**src/rtl/ibex_rf_write_sequencer.sv**
```systemverilog
// Register file write-port owner: optional post-reset zero-clear of x1..xN-1,
// then round-robin arbitration of EX/ALU (0) and LSU (1) writebacks onto one registered port.
//
// state | meaning
// INIT  | clearing x1..x(NumWords-1), one register per cycle, requesters stalled
// RUN   | arbitrating requesters onto the write port (terminal until reset)
module ibex_rf_write_sequencer #(
    parameter bit          RV32E        = 1'b0,
    parameter int unsigned DataWidth    = 32,
    parameter bit          ClearOnReset = 1'b1
) (
    input  logic                 clk_i,
    input  logic                 rst_ni,
    input  logic                 req0_valid_i,
    output logic                 req0_ready_o,
    input  logic [4:0]           req0_addr_i,
    input  logic [DataWidth-1:0] req0_data_i,
    input  logic                 req1_valid_i,
    output logic                 req1_ready_o,
    input  logic [4:0]           req1_addr_i,
    input  logic [DataWidth-1:0] req1_data_i,
    output logic                 we_o,
    output logic [4:0]           waddr_o,
    output logic [DataWidth-1:0] wdata_o,
    input  logic [4:0]           raddr_a_i,
    input  logic [4:0]           raddr_b_i,
    output logic                 fwd_a_o,
    output logic                 fwd_b_o,
    output logic                 init_done_o,
    output logic                 illegal_addr_o
);

    localparam int unsigned NumWords  = RV32E ? 16 : 32;
    localparam int unsigned AddrWidth = RV32E ? 4 : 5;
    localparam logic [4:0]  LastAddr  = 5'(NumWords - 1);

    typedef enum logic {
        INIT,
        RUN
    } state_e;

    localparam state_e ResetState = ClearOnReset ? INIT : RUN;

    state_e                 state_q, state_d;
    logic [4:0]             cnt_q, cnt_d;
    logic                   prio_q, prio_d;
    logic                   we_q, we_d;
    logic [4:0]             waddr_q, waddr_d;
    logic [DataWidth-1:0]   wdata_q, wdata_d;
    logic                   illegal_q, illegal_d;

    logic                   gnt0, gnt1;
    logic [4:0]             acc_addr;
    logic [DataWidth-1:0]   acc_data;

    always_ff @(posedge clk_i or negedge rst_ni) begin
        if (!rst_ni) begin
            state_q   <= ResetState;
            cnt_q     <= 5'd1;
            prio_q    <= 1'b0;
            we_q      <= 1'b0;
            waddr_q   <= '0;
            wdata_q   <= '0;
            illegal_q <= 1'b0;
        end else begin
            state_q   <= state_d;
            cnt_q     <= cnt_d;
            prio_q    <= prio_d;
            we_q      <= we_d;
            waddr_q   <= waddr_d;
            wdata_q   <= wdata_d;
            illegal_q <= illegal_d;
        end
    end

    always_comb begin
        state_d   = state_q;
        cnt_d     = cnt_q;
        prio_d    = prio_q;
        we_d      = 1'b0;
        waddr_d   = waddr_q;
        wdata_d   = wdata_q;
        illegal_d = 1'b0;
        gnt0      = 1'b0;
        gnt1      = 1'b0;
        acc_addr  = req0_addr_i;
        acc_data  = req0_data_i;

        case (state_q)
            INIT: begin
                we_d    = 1'b1;
                waddr_d = cnt_q;
                wdata_d = '0;
                if (cnt_q == LastAddr) begin
                    state_d = RUN;
                end else begin
                    cnt_d = cnt_q + 5'd1;
                end
            end
            RUN: begin
                // On a tie prio_q names the winner; a lone valid always wins.
                if (req0_valid_i && (!req1_valid_i || !prio_q)) begin
                    gnt0 = 1'b1;
                end else if (req1_valid_i) begin
                    gnt1 = 1'b1;
                end

                if (gnt1) begin
                    acc_addr = req1_addr_i;
                    acc_data = req1_data_i;
                end

                if (gnt0 || gnt1) begin
                    prio_d = gnt0;
                    if (acc_addr == 5'd0) begin
                        we_d = 1'b0;
                    end else if (acc_addr > LastAddr) begin
                        illegal_d = 1'b1;
                    end else begin
                        we_d    = 1'b1;
                        waddr_d = 5'(acc_addr[AddrWidth-1:0]);
                        wdata_d = acc_data;
                    end
                end
            end
            default: begin
                state_d = ResetState;
            end
        endcase
    end

    assign req0_ready_o   = gnt0;
    assign req1_ready_o   = gnt1;
    assign we_o           = we_q;
    assign waddr_o        = waddr_q;
    assign wdata_o        = wdata_q;
    assign illegal_addr_o = illegal_q;
    assign init_done_o    = (state_q == RUN);

    // Forwarding looks only at the implemented address bits.
    assign fwd_a_o = we_q && (waddr_q[AddrWidth-1:0] == raddr_a_i[AddrWidth-1:0]);
    assign fwd_b_o = we_q && (waddr_q[AddrWidth-1:0] == raddr_b_i[AddrWidth-1:0]);

    logic unused_raddr;
    assign unused_raddr = ^{raddr_a_i, raddr_b_i};

endmodule

```
**config.mk**
```make
export PLATFORM = sky130hd
export DESIGN_NAME = ibex_rf_write_sequencer
export DESIGN_NICKNAME = d
export VERILOG_FILES = /design/src/rtl/ibex_rf_write_sequencer.sv
export SDC_FILE = /design/constraint.sdc
export NUM_CORES = 1
export LEC_CHECK = 0
export CORE_UTILIZATION = 43
export CTS_CLUSTER_DIAMETER = 60
export DETAILED_ROUTE_END_ITERATION = 12
export GPL_TIMING_DRIVEN = 0
export PLACE_DENSITY = 0.93
export SLEW_MARGIN = 25
export SYNTH_ARGS = -nofsm -noshare
export SYNTH_HDL_FRONTEND = slang
export SYNTH_SLANG_ARGS = --single-unit
```
**constraint.sdc**
```tcl
create_clock -name clk_i -period 1.9 [get_ports clk_i]
set_input_delay 0.57 -clock clk_i [delete_from_list [all_inputs] [get_ports clk_i]]
set_output_delay 0.57 -clock clk_i [all_outputs]
set_load 0.02 [all_outputs]
```
### Word-level counts from Yosys, hierarchy flattened

Cells that the tools add are included.
Widths: inputs -> output; s select.

* add/sub/neg operators: 1
* eq/ne operators: 6
* multipliers: 0
* div/mod/pow operators: 0
* shifts and indexed selects: 0
* reduce and logical (&&, ||, !) cells: 11
* magnitude comparators: 1
* bitwise gates (word level): 2
* multiplexer cells: 28

Operators with widths (count)
* $mux 32: 4
* $pmux 32 s2: 1
* $mux 5: 5
* $mux 1: 16
* $eq 5x5->1: 2
* $pmux 5 s2: 1
* $add 5x1->5 const B: 1
* $eq 5x5->1 const B: 1
* $gt 5x5->1 const B: 1
* $logic_not 5->1: 1
* $ne 2x2->1 const B: 2
* $reduce_and 2->1: 2
* $logic_and 1x1->1: 3
* $reduce_and 3->1: 1
* $logic_not 1->1: 2
* $logic_or 1x1->1: 2
* $ne 2x1->1 const B: 1
* $not 1->1: 2
* $pmux 1 s2: 1

* bits in writable memories: 0
* bits in read-only memories: 0
* output and inout port bits: 44
* flip-flop bits (word level): 46
* memories kept: 0
* bits in latches: 0
* word-level logic and storage cells: 56

### Longest topological paths before layout

Gate-level depths: netlist of the first run.

* depth after elaboration: 12
* depth in mapped cells: 7
* depth with buffers taken out: 6

### Least setup slack after synthesis of the first run

OpenSTA, ideal clock, no wires.

* kind: input to output
* start point: in req1_valid_i
* end point: out req1_ready_o
* stages: 4
* setup slack: -0.045 ns
* data arrival time: 1.375 ns
* path buffers: 3
* cells stage by stage: buf_6 > buf_2 > clkbuf_1 > and3_1

* word-level cells in the longest chain between the ends: 6
* elaborated cells on any way between the ends: 7

Ends and longest elaborated chain
* start, declared: line 18 `input logic req1_valid_i,`
* $logic_not 1->1: line 102 `if (req0_valid_i && (!req1_valid_i || !prio_q)) begin`
* $logic_or 1x1->1: line 102
* $logic_and 1x1->1: line 102
* $mux 1 *: line 102
* $mux 1 * (2 in a row): line 89 `case (state_q)`
* end, declared: line 19 `output logic req1_ready_o,`

Mark *: on every way between the ends. The rest lies on a longest branch, timed or not. The select of a mux whose other input is x is not followed.

### Worst setup path after layout of the first run

* start point: reg waddr_q[2], in the netlist waddr_o[2]
* end point: out fwd_b_o

* word-level cells in the longest chain between the ends: 2

Ends and longest elaborated chain
* start, declared: line 48 `logic [4:0] waddr_q, waddr_d;`
* start signal, assigned: line 70 `waddr_q <= waddr_d;`
* $eq 5x5->1: line 142 `assign fwd_b_o = we_q && (waddr_q[AddrWidth-1:0] == raddr_b_i[AddrWidth-1:0]);`
* $logic_and 1x1->1: line 142
* end, declared: line 28 `output logic fwd_b_o,`

Every way passes these cells.

==> results of run 1 <==
==> metrics by stage <==
step           hold WS [ns]  worst slack, ns  cell area (µm²)  utilization
2_1_floorplan         0.274           0.0146             3010            -
3_3_place_gp          0.486            -1.36             4430        0.652
3_5_place_dp          0.486            -1.36             4460        0.656
4_1_cts               0.281           -0.204             4690        0.690
5_1_grt               0.303           -0.213             4840        0.713
6_report              0.264           -0.152             4840        0.713
==> placed cells by master, fill, tap and decap left out, types with 3 or more instances in the layout <==
master	n
nand2_1	36
clkdlybuf4s50_1	93
dlymetal6s2s_1	10
clkdlybuf4s15_1	7
dfrtp_2	4
mux2i_1	34
and3_1	35
a31oi_1	3
xor2_1	9
o21ai_1	9
xnor2_1	4
nand3_1	7
buf_6	9
o221ai_1	4
dfrtp_1	41
o21ai_0	28
clkbuf_1	9
clkbuf_8	6
buf_2	7
inv_1	4
a21boi_0	32
clkbuf_2	5
buf_12	4
dlygate4sd2_1	6
buf_4	20
==> what timing repair did <==
item,CTS,global route
setup buffers,11,9
gates cloned,1,3
pin swaps,9,6
resized for setup,76,42
setup endpoints to repair,46,24
hold endpoints to repair,0,0
==> routing by layer <==
metal,vias up,share of wire,track usage
met5,-,0,0
met4,0,0.031,0.109
met1,1495,0.41,0.316
met2,150,0.50,0.460
li1,1466,-,-
met3,27,0.060,0.0529
==> kinds of logic (layout without fill, tap and decap cells) <==
kind of cell	Yosys count	in the layout
compound gates	88	88
xor+xnor	13	13
fa+ha+maj	2	2
buf+inv	34	191
flops	46	46
mux	36	36
other cells	1	1
simple gates	102	103
==> sequential cells by signal, indices dropped and copies added, names as in the netlist <==
register        cells
wdata_o            32
cnt_q               5
init_done_o         1
illegal_addr_o      1
we_o                1
prio_q              1
waddr_o             5
==> critical path: stages, from the launching register on <==
cell	delay [ns]
dfrtp_2	0.44
xor2_1	0.14
nor4_1	0.27
and3_1	0.20
buf_6	0.12
==> area by class of cell <==
type                            instances  area share
Buffer                                 26      0.0460
Clock buffer                            6      0.0171
Clock inverter                          2     0.00258
Inverter                                4     0.00310
Multi-Input combinational cell        243       0.351
Sequential cell                        46       0.239
Tap cell                               96      0.0248
Timing Repair Buffer                  153       0.316
==> power by group through the flow <==
stage | Clock [mW] | Sequential [mW] | Combinational, mW
floorplan | 0 | 1.33 | 0.382
global placement | 0 | 1.20 | 1.04
detailed placement | 0 | 1.20 | 1.07
CTS | 0.655 | 1.18 | 1.11
global route | 0.696 | 1.20 | 1.24
finish | 0.648 | 1.18 | 1.16
==> synth_stat cells (7+ instances only) <==
cell       n  area, µm²
xor2_1     9       78.8
buf_2      8       40.0
o21ai_0   28        140
o21ai_1    9       45.0
clkbuf_1  13       48.8
nand2_1   36        135
a21boi_0  32        240
mux2i_1   35        350
and3_1    36        225
nand3_1    7       35.0
dfrtp_1   45       1130
==> worst max-delay path by stage <==
| stage | endpoint | cells past startpoint | slack (ns) | startpoint |
|---|---|---|---|---|
| after global placement | req1_ready_o | 6 | -1.36 | req0_valid_i |
| final | fwd_b_o | 4 | -0.15 | waddr_o[2] |
| after detailed placement | req1_ready_o | 6 | -1.36 | req0_valid_i |
| after global routing | fwd_a_o | 4 | -0.21 | waddr_o[2] |
| after CTS | fwd_a_o | 4 | -0.20 | waddr_o[3] |
| after floorplan | req1_ready_o | 4 | 0.01 | req0_valid_i |
==> impl_metrics.csv, run 1 <==
group,metric,value,unit
worst_setup_path,r2r-start,"prio_q",
final_layout,post_route_cells_drive_above_1_share,0.165,
detailed_routing,drc,0,
yosys,synth_compound_area_frac,0.193,
worst_setup_path,cp_max_fo,3,
grt,grt_pass1_vias,3239,
die,io_pins,132,
worst_setup_path,r2r_end,"wdata_o[26]",
grt,grt_use_total,0.263,
power,combPwrFrac,0.388,
die,core-area,6790,µm²
clock_tree,cts.clk_slew.worst_paths,0.09,ns
yosys,synth_cells,322,
yosys,synth-simple-area-share,0.185,
power,p_int,2.02,mW
final_layout,final-instance-count-excl-fill,576,
power,p_leak,2.22,nW
timing,slew_headroom,0.591,
clock_tree,root_buffer,"clkbuf_8",
timing,fmax,487,MHz
yosys,synth_edf_count,0,
worst_setup_path,rr_worst_depth,8,
final_layout,syn_to_final_growth,60.9,%
grt,grt_max_degree,25,
timing,setup_violations,2,
detailed_routing,wire_per_inst,16.6,µm
die,dieArea,7340,µm²
die,die_w,85.7,µm
die,die_y,85.7,µm
power,clkPwrFrac,0.217,
yosys,synth_warnings,0,
yosys,synth_flop_cell,"dfrtp_1",
worst_setup_path,cp-end-kind,"primary output",
grt,grt_pass1_wl,15200,µm
timing,worst_slew_pin_slew,0.613,ns
timing,setup-tns-final,-0.281,ns
final_layout,multi_input_area,1700,µm²
die,rows,30,
worst_setup_path,worst_ep_required_time,1.33,ns
place,place_hpwl,6650,µm
clock_tree,hold_buffers,0,
final_layout,fillers,529,
yosys,synth_nets,412,
die,initial_utilization,0.443,
detailed_routing,finalWirelength,9550,µm
clock_tree,clock_path_buffers,2,
yosys,yosysSeqAreaShare,0.383,
place,place.gp.congestion,0.849,
timing,fin_crit_sh,1.08,
yosys,synthesis.area,3010,µm²
worst_setup_path,cp.arrival,1.48,ns
timing,finalClockSkew,0.00504,ns
power,switchingPower,0.978,mW
clock_tree,h-tree-depth,2,
grt,gr-total-overflow,0,
detailed_routing,via_per_inst,5.45,
yosys,synth_top_family_by_area,"compound AO/OA/AOI/OAI gates",
place,io_buffer_count,130,
outcome,status,"finished with violations",
clock_tree,cts_tree,"done",
final_layout,fin_nets,569,
final_layout,register_area,1160,µm²
yosys,synth_xor_area_frac,0.0378,
detailed_routing,ant_nets,0,
timing,fin_crit,2.05,ns
timing,rsz0062_at_grt,"true",
worst_hold_path,hold_class,"in -> async",
detailed_routing,num_vias,3138,
detailed_routing,first_pass_iters,5,
worst_setup_path,regToRegSetupSlack,0.08,ns
yosys,synthMuxAreaShare,0.120,
place,place_inst,549,
detailed_routing,dr.first_iter.drc_count,202,
run,max_cap_viol_count,0,
power,power.total,2.99,mW
clock_tree,cts_inserted_buffers,5,
timing,timing.final.hold_violations,0,
final_layout,antenna_cells,0,
timing,fin_ws,-0.152,ns
power,seq_power_share,0.395,
clock_tree,cts.sinks,46,
outcome,violations,"negative setup slack",
worst_setup_path,crit_type,"reg -> out",
yosys,syn_area_per_cell,9.35,µm²
yosys,ys_seq_elements,46,
clock_tree,clock_latency,0.31,ns
yosys,synthDistinctLibCells,49,
yosys,synth_async_sr_flop_share,1.00,
power,peakVddDrop,0.000306,V
worst_setup_path,cp-start-kind,"flop",
power,switching_share,0.327,
power,p_per_area,618,nW/µm²
yosys,synthAdderAreaFrac,0.00832,
timing,finalMaxSlewViolations,0,
grt,antenna_found_initial,0,
Power figures use the tool's default switching activity.
==> inputs of run 2 (changes only) <==
ABC_AREA = 1   (was not set)
CORE_MARGIN = 2   (was not set)
CORE_UTILIZATION = 41   (was 43)
PLACE_DENSITY = 0.92   (was 0.93)
==> impl_metrics.csv, run 2 <==
group,metric,value,unit
worst_setup_path,crit_type,"in -> out",
place,place_hpwl,6440,µm
timing,finalMaxSlewViolations,0,
worst_setup_path,crit_buf_inv,2,
timing,fmax,494,MHz
yosys,ys_seq_elements,46,
timing,worst_slew_pin_slew,0.568,ns
power,combPwrFrac,0.364,
worst_setup_path,worst_ep_required_time,1.33,ns
timing,fin_crit,2.02,ns
die,die_y,85.4,µm
worst_hold_path,hold_class,"in -> async",
yosys,yosys.area.top_type,"dfrtp_1",
grt,grt_max_degree,25,
clock_tree,hold_buffers,0,
worst_setup_path,cp-start-kind,"input pin",
place,dp_slack,-1.20,ns
power,peakVddDrop,0.000413,V
die,dieArea,7290,µm²
worst_setup_path,cpPeakStageDelay,0.26,ns
clock_tree,clock_latency,0.30,ns
die,die_w,85.4,µm
yosys,synthDistinctLibCells,28,
worst_setup_path,cp-end-kind,"primary output",
clock_tree,root_buffer,"clkbuf_8",
power,p_int,2.04,mW
detailed_routing,dr.first_iter.drc_count,156,
clock_tree,clock_path_buffers,2,
yosys,synth_edf_count,0,
clock_tree,h-tree-depth,2,
clock_tree,cts.clk_slew.worst_paths,0.09,ns
timing,setup_violations,2,
yosys,synth_warnings,0,
detailed_routing,drc,0,
yosys,yosys.area.top_type_share,0.415,
power,power.total,3.00,mW
power,seq_power_share,0.390,
grt,gr-total-overflow,0,
yosys,synth_nets,464,
clock_tree,cts.sinks,46,
worst_setup_path,crit_slowest_cell,"nor4_2",
clock_tree,cts_tree,"done",
yosys,synth_top_cells_by_area,"dfrtp_1 (41%), nand2_1 (19%), nand3_1 (12%), a21oi_1 (6.3%), nand3_2 (4.1%)",
power,switchingPower,0.958,mW
yosys,synthesis.area,2720,µm²
final_layout,final-instance-count-excl-fill,611,
outcome,violations,"negative setup slack",
place,io_buffer_count,131,
yosys,synth_async_sr_flop_share,1.00,
yosys,yosysSeqAreaShare,0.424,
detailed_routing,finalWirelength,8820,µm
worst_setup_path,cp_top_family,"buffers and inverters",
die,initial_utilization,0.425,
final_layout,post_route_cells_drive_above_1_share,0.193,
place,place_inst,583,
power,clkPwrFrac,0.245,
grt,grt_pass1_wl,14000,µm
outcome,status,"finished with violations",
die,core-area,6390,µm²
worst_setup_path,path_cells,"dlygate4sd2_1 > xor2_1 > nor4_2 > buf_2",
power,p_leak,2.22,nW
yosys,synth_flop_cell,"dfrtp_1",
grt,grt_pass1_vias,3120,
power,p_per_area,640,nW/µm²
worst_setup_path,cp_max_fo,1,
final_layout,fin_util,0.733,
timing,slew_headroom,0.621,
place,place.gp.congestion,0.779,
worst_setup_path,cp.arrival,1.45,ns
final_layout,antenna_cells,0,
final_layout,fin_nets,623,
grt,antenna_found_initial,0,
yosys,synth_cells,374,
run,max_cap_viol_count,0,
timing,fin_ws,-0.124,ns
timing,finalClockSkew,0.00565,ns
final_layout,layout_common_cells,"nand2_1 (125), clkdlybuf4s50_1 (104), nand3_1 (59)",
place,place_area,4170,µm²
final_layout,largest_reg_flops,32,
power,switching_share,0.320,
grt,grt_use_total,0.238,
timing,timing.final.hold_violations,0,
final_layout,syn_to_final_growth,72.4,%
die,rows,29,
detailed_routing,via_per_inst,5.17,
timing,fin_crit_sh,1.07,
final_layout,fin_area,4680,µm²
timing,rsz0062_at_grt,"true",
detailed_routing,wire_per_inst,14.4,µm
yosys,yosysMostFrequentCell,"nand2_1",
timing,setup-tns-final,-0.213,ns
detailed_routing,ant_nets,0,
die,io_pins,132,
yosys,synthTopCellsByCount,"nand2_1 (134), nand3_1 (67), dfrtp_1 (45)",
detailed_routing,first_pass_iters,4,
clock_tree,cts_inserted_buffers,5,
yosys,syn_area_per_cell,7.26,µm²
final_layout,final_common_cell,"nand2_1",
detailed_routing,num_vias,3157,
timing,whs,0.253,ns
-- run 2: cell types whose count changed after synthesis, sizes merged, moves of 4 or more --
cell / previous run / this run
o21ai: 37 / 7
nand2: 37 / 134
nand3: 7 / 78
a21boi: 33 / 1
clkbuf: 13 / 17
and3: 37 / 1
xor2: 9 / 5
mux2i: 35 / 0
o221ai: 4 / 0
buf: 15 / 9
inv: 4 / 19
a21oi: 2 / 34
nor2: 2 / 7
-- run 2: repair_timing --
item	in CTS	in global routing
endpoints found under the setup margin	46	46
pin swaps	9	25
cloned	2	3
setup buffers	10	5
gates resized for setup	78	66
-- run 2: path summary, 6_finish.rpt --
kind	from	endpoint	slack (ns)	cells past startpoint
min in group clk_i	wdata_o[29]	wdata_o[29]	0.51	2
worst min-delay path	rst_ni	wdata_o[19]	0.25	1
worst max register to register	prio_q	waddr_o[0]	0.07	11
worst min register to register	wdata_o[29]	wdata_o[29]	0.51	2
max in group asynchronous	rst_ni	cnt_q[0]	1.06	2
worst max-delay path	raddr_a_i[4]	fwd_a_o	-0.12	4
-- run 2: power by group through the flow --
| stage | Clock (mW) | Combinational (mW) | Sequential (mW) |
|---|---|---|---|
| 6_report | 0.736 | 1.09 | 1.17 |
| 5_1_grt | 0.785 | 1.18 | 1.18 |
| 4_1_cts | 0.743 | 1.02 | 1.17 |
| 3_5_place_dp | 0 | 0.998 | 1.19 |
| 3_3_place_gp | 0 | 0.971 | 1.18 |
| 2_1_floorplan | 0 | 0.336 | 1.31 |
-- run 2: routing by layer --
layer,wire (µm),track usage,share of wire
met5,0,0,0
met4,142,0.0620,0.016
met3,496,0.0389,0.056
met2,4690,0.442,0.53
met1,3500,0.284,0.40
-- run 2: kinds of logic after synthesis --
family                   Yosys count  share of synthesized area
adder cells (fa/ha/maj)            2                    0.00921
other                              1                    0.00138
AND/OR/NAND/NOR                  227                      0.377
XOR/XNOR                           7                     0.0226
buffers and inverters             46                     0.0755
flip-flops                        46                      0.424
AO/OA/AOI/OAI                     45                     0.0898
-- run 2: cell type report --
| cell class | count | area, µm² |
|---|---|---|
| Clock buffer | 5 | 68.8 |
| Tap cell | 77 | 96.3 |
| Multi-Input combinational cell | 283 | 1530 |
| Fill cell | 494 | 1700 |
| Inverter | 20 | 82.6 |
| Buffer | 26 | 214 |
| Sequential cell | 46 | 1150 |
| Clock inverter | 3 | 43.8 |
| Timing Repair Buffer | 151 | 1490 |
==> inputs of run 3 (changes only) <==
ABC_CLOCK_PERIOD_IN_PS = 1900   (was not set)
==> results of run 3 <==
Same layout as run 2: the final DEF is identical, and so are final timing and power.
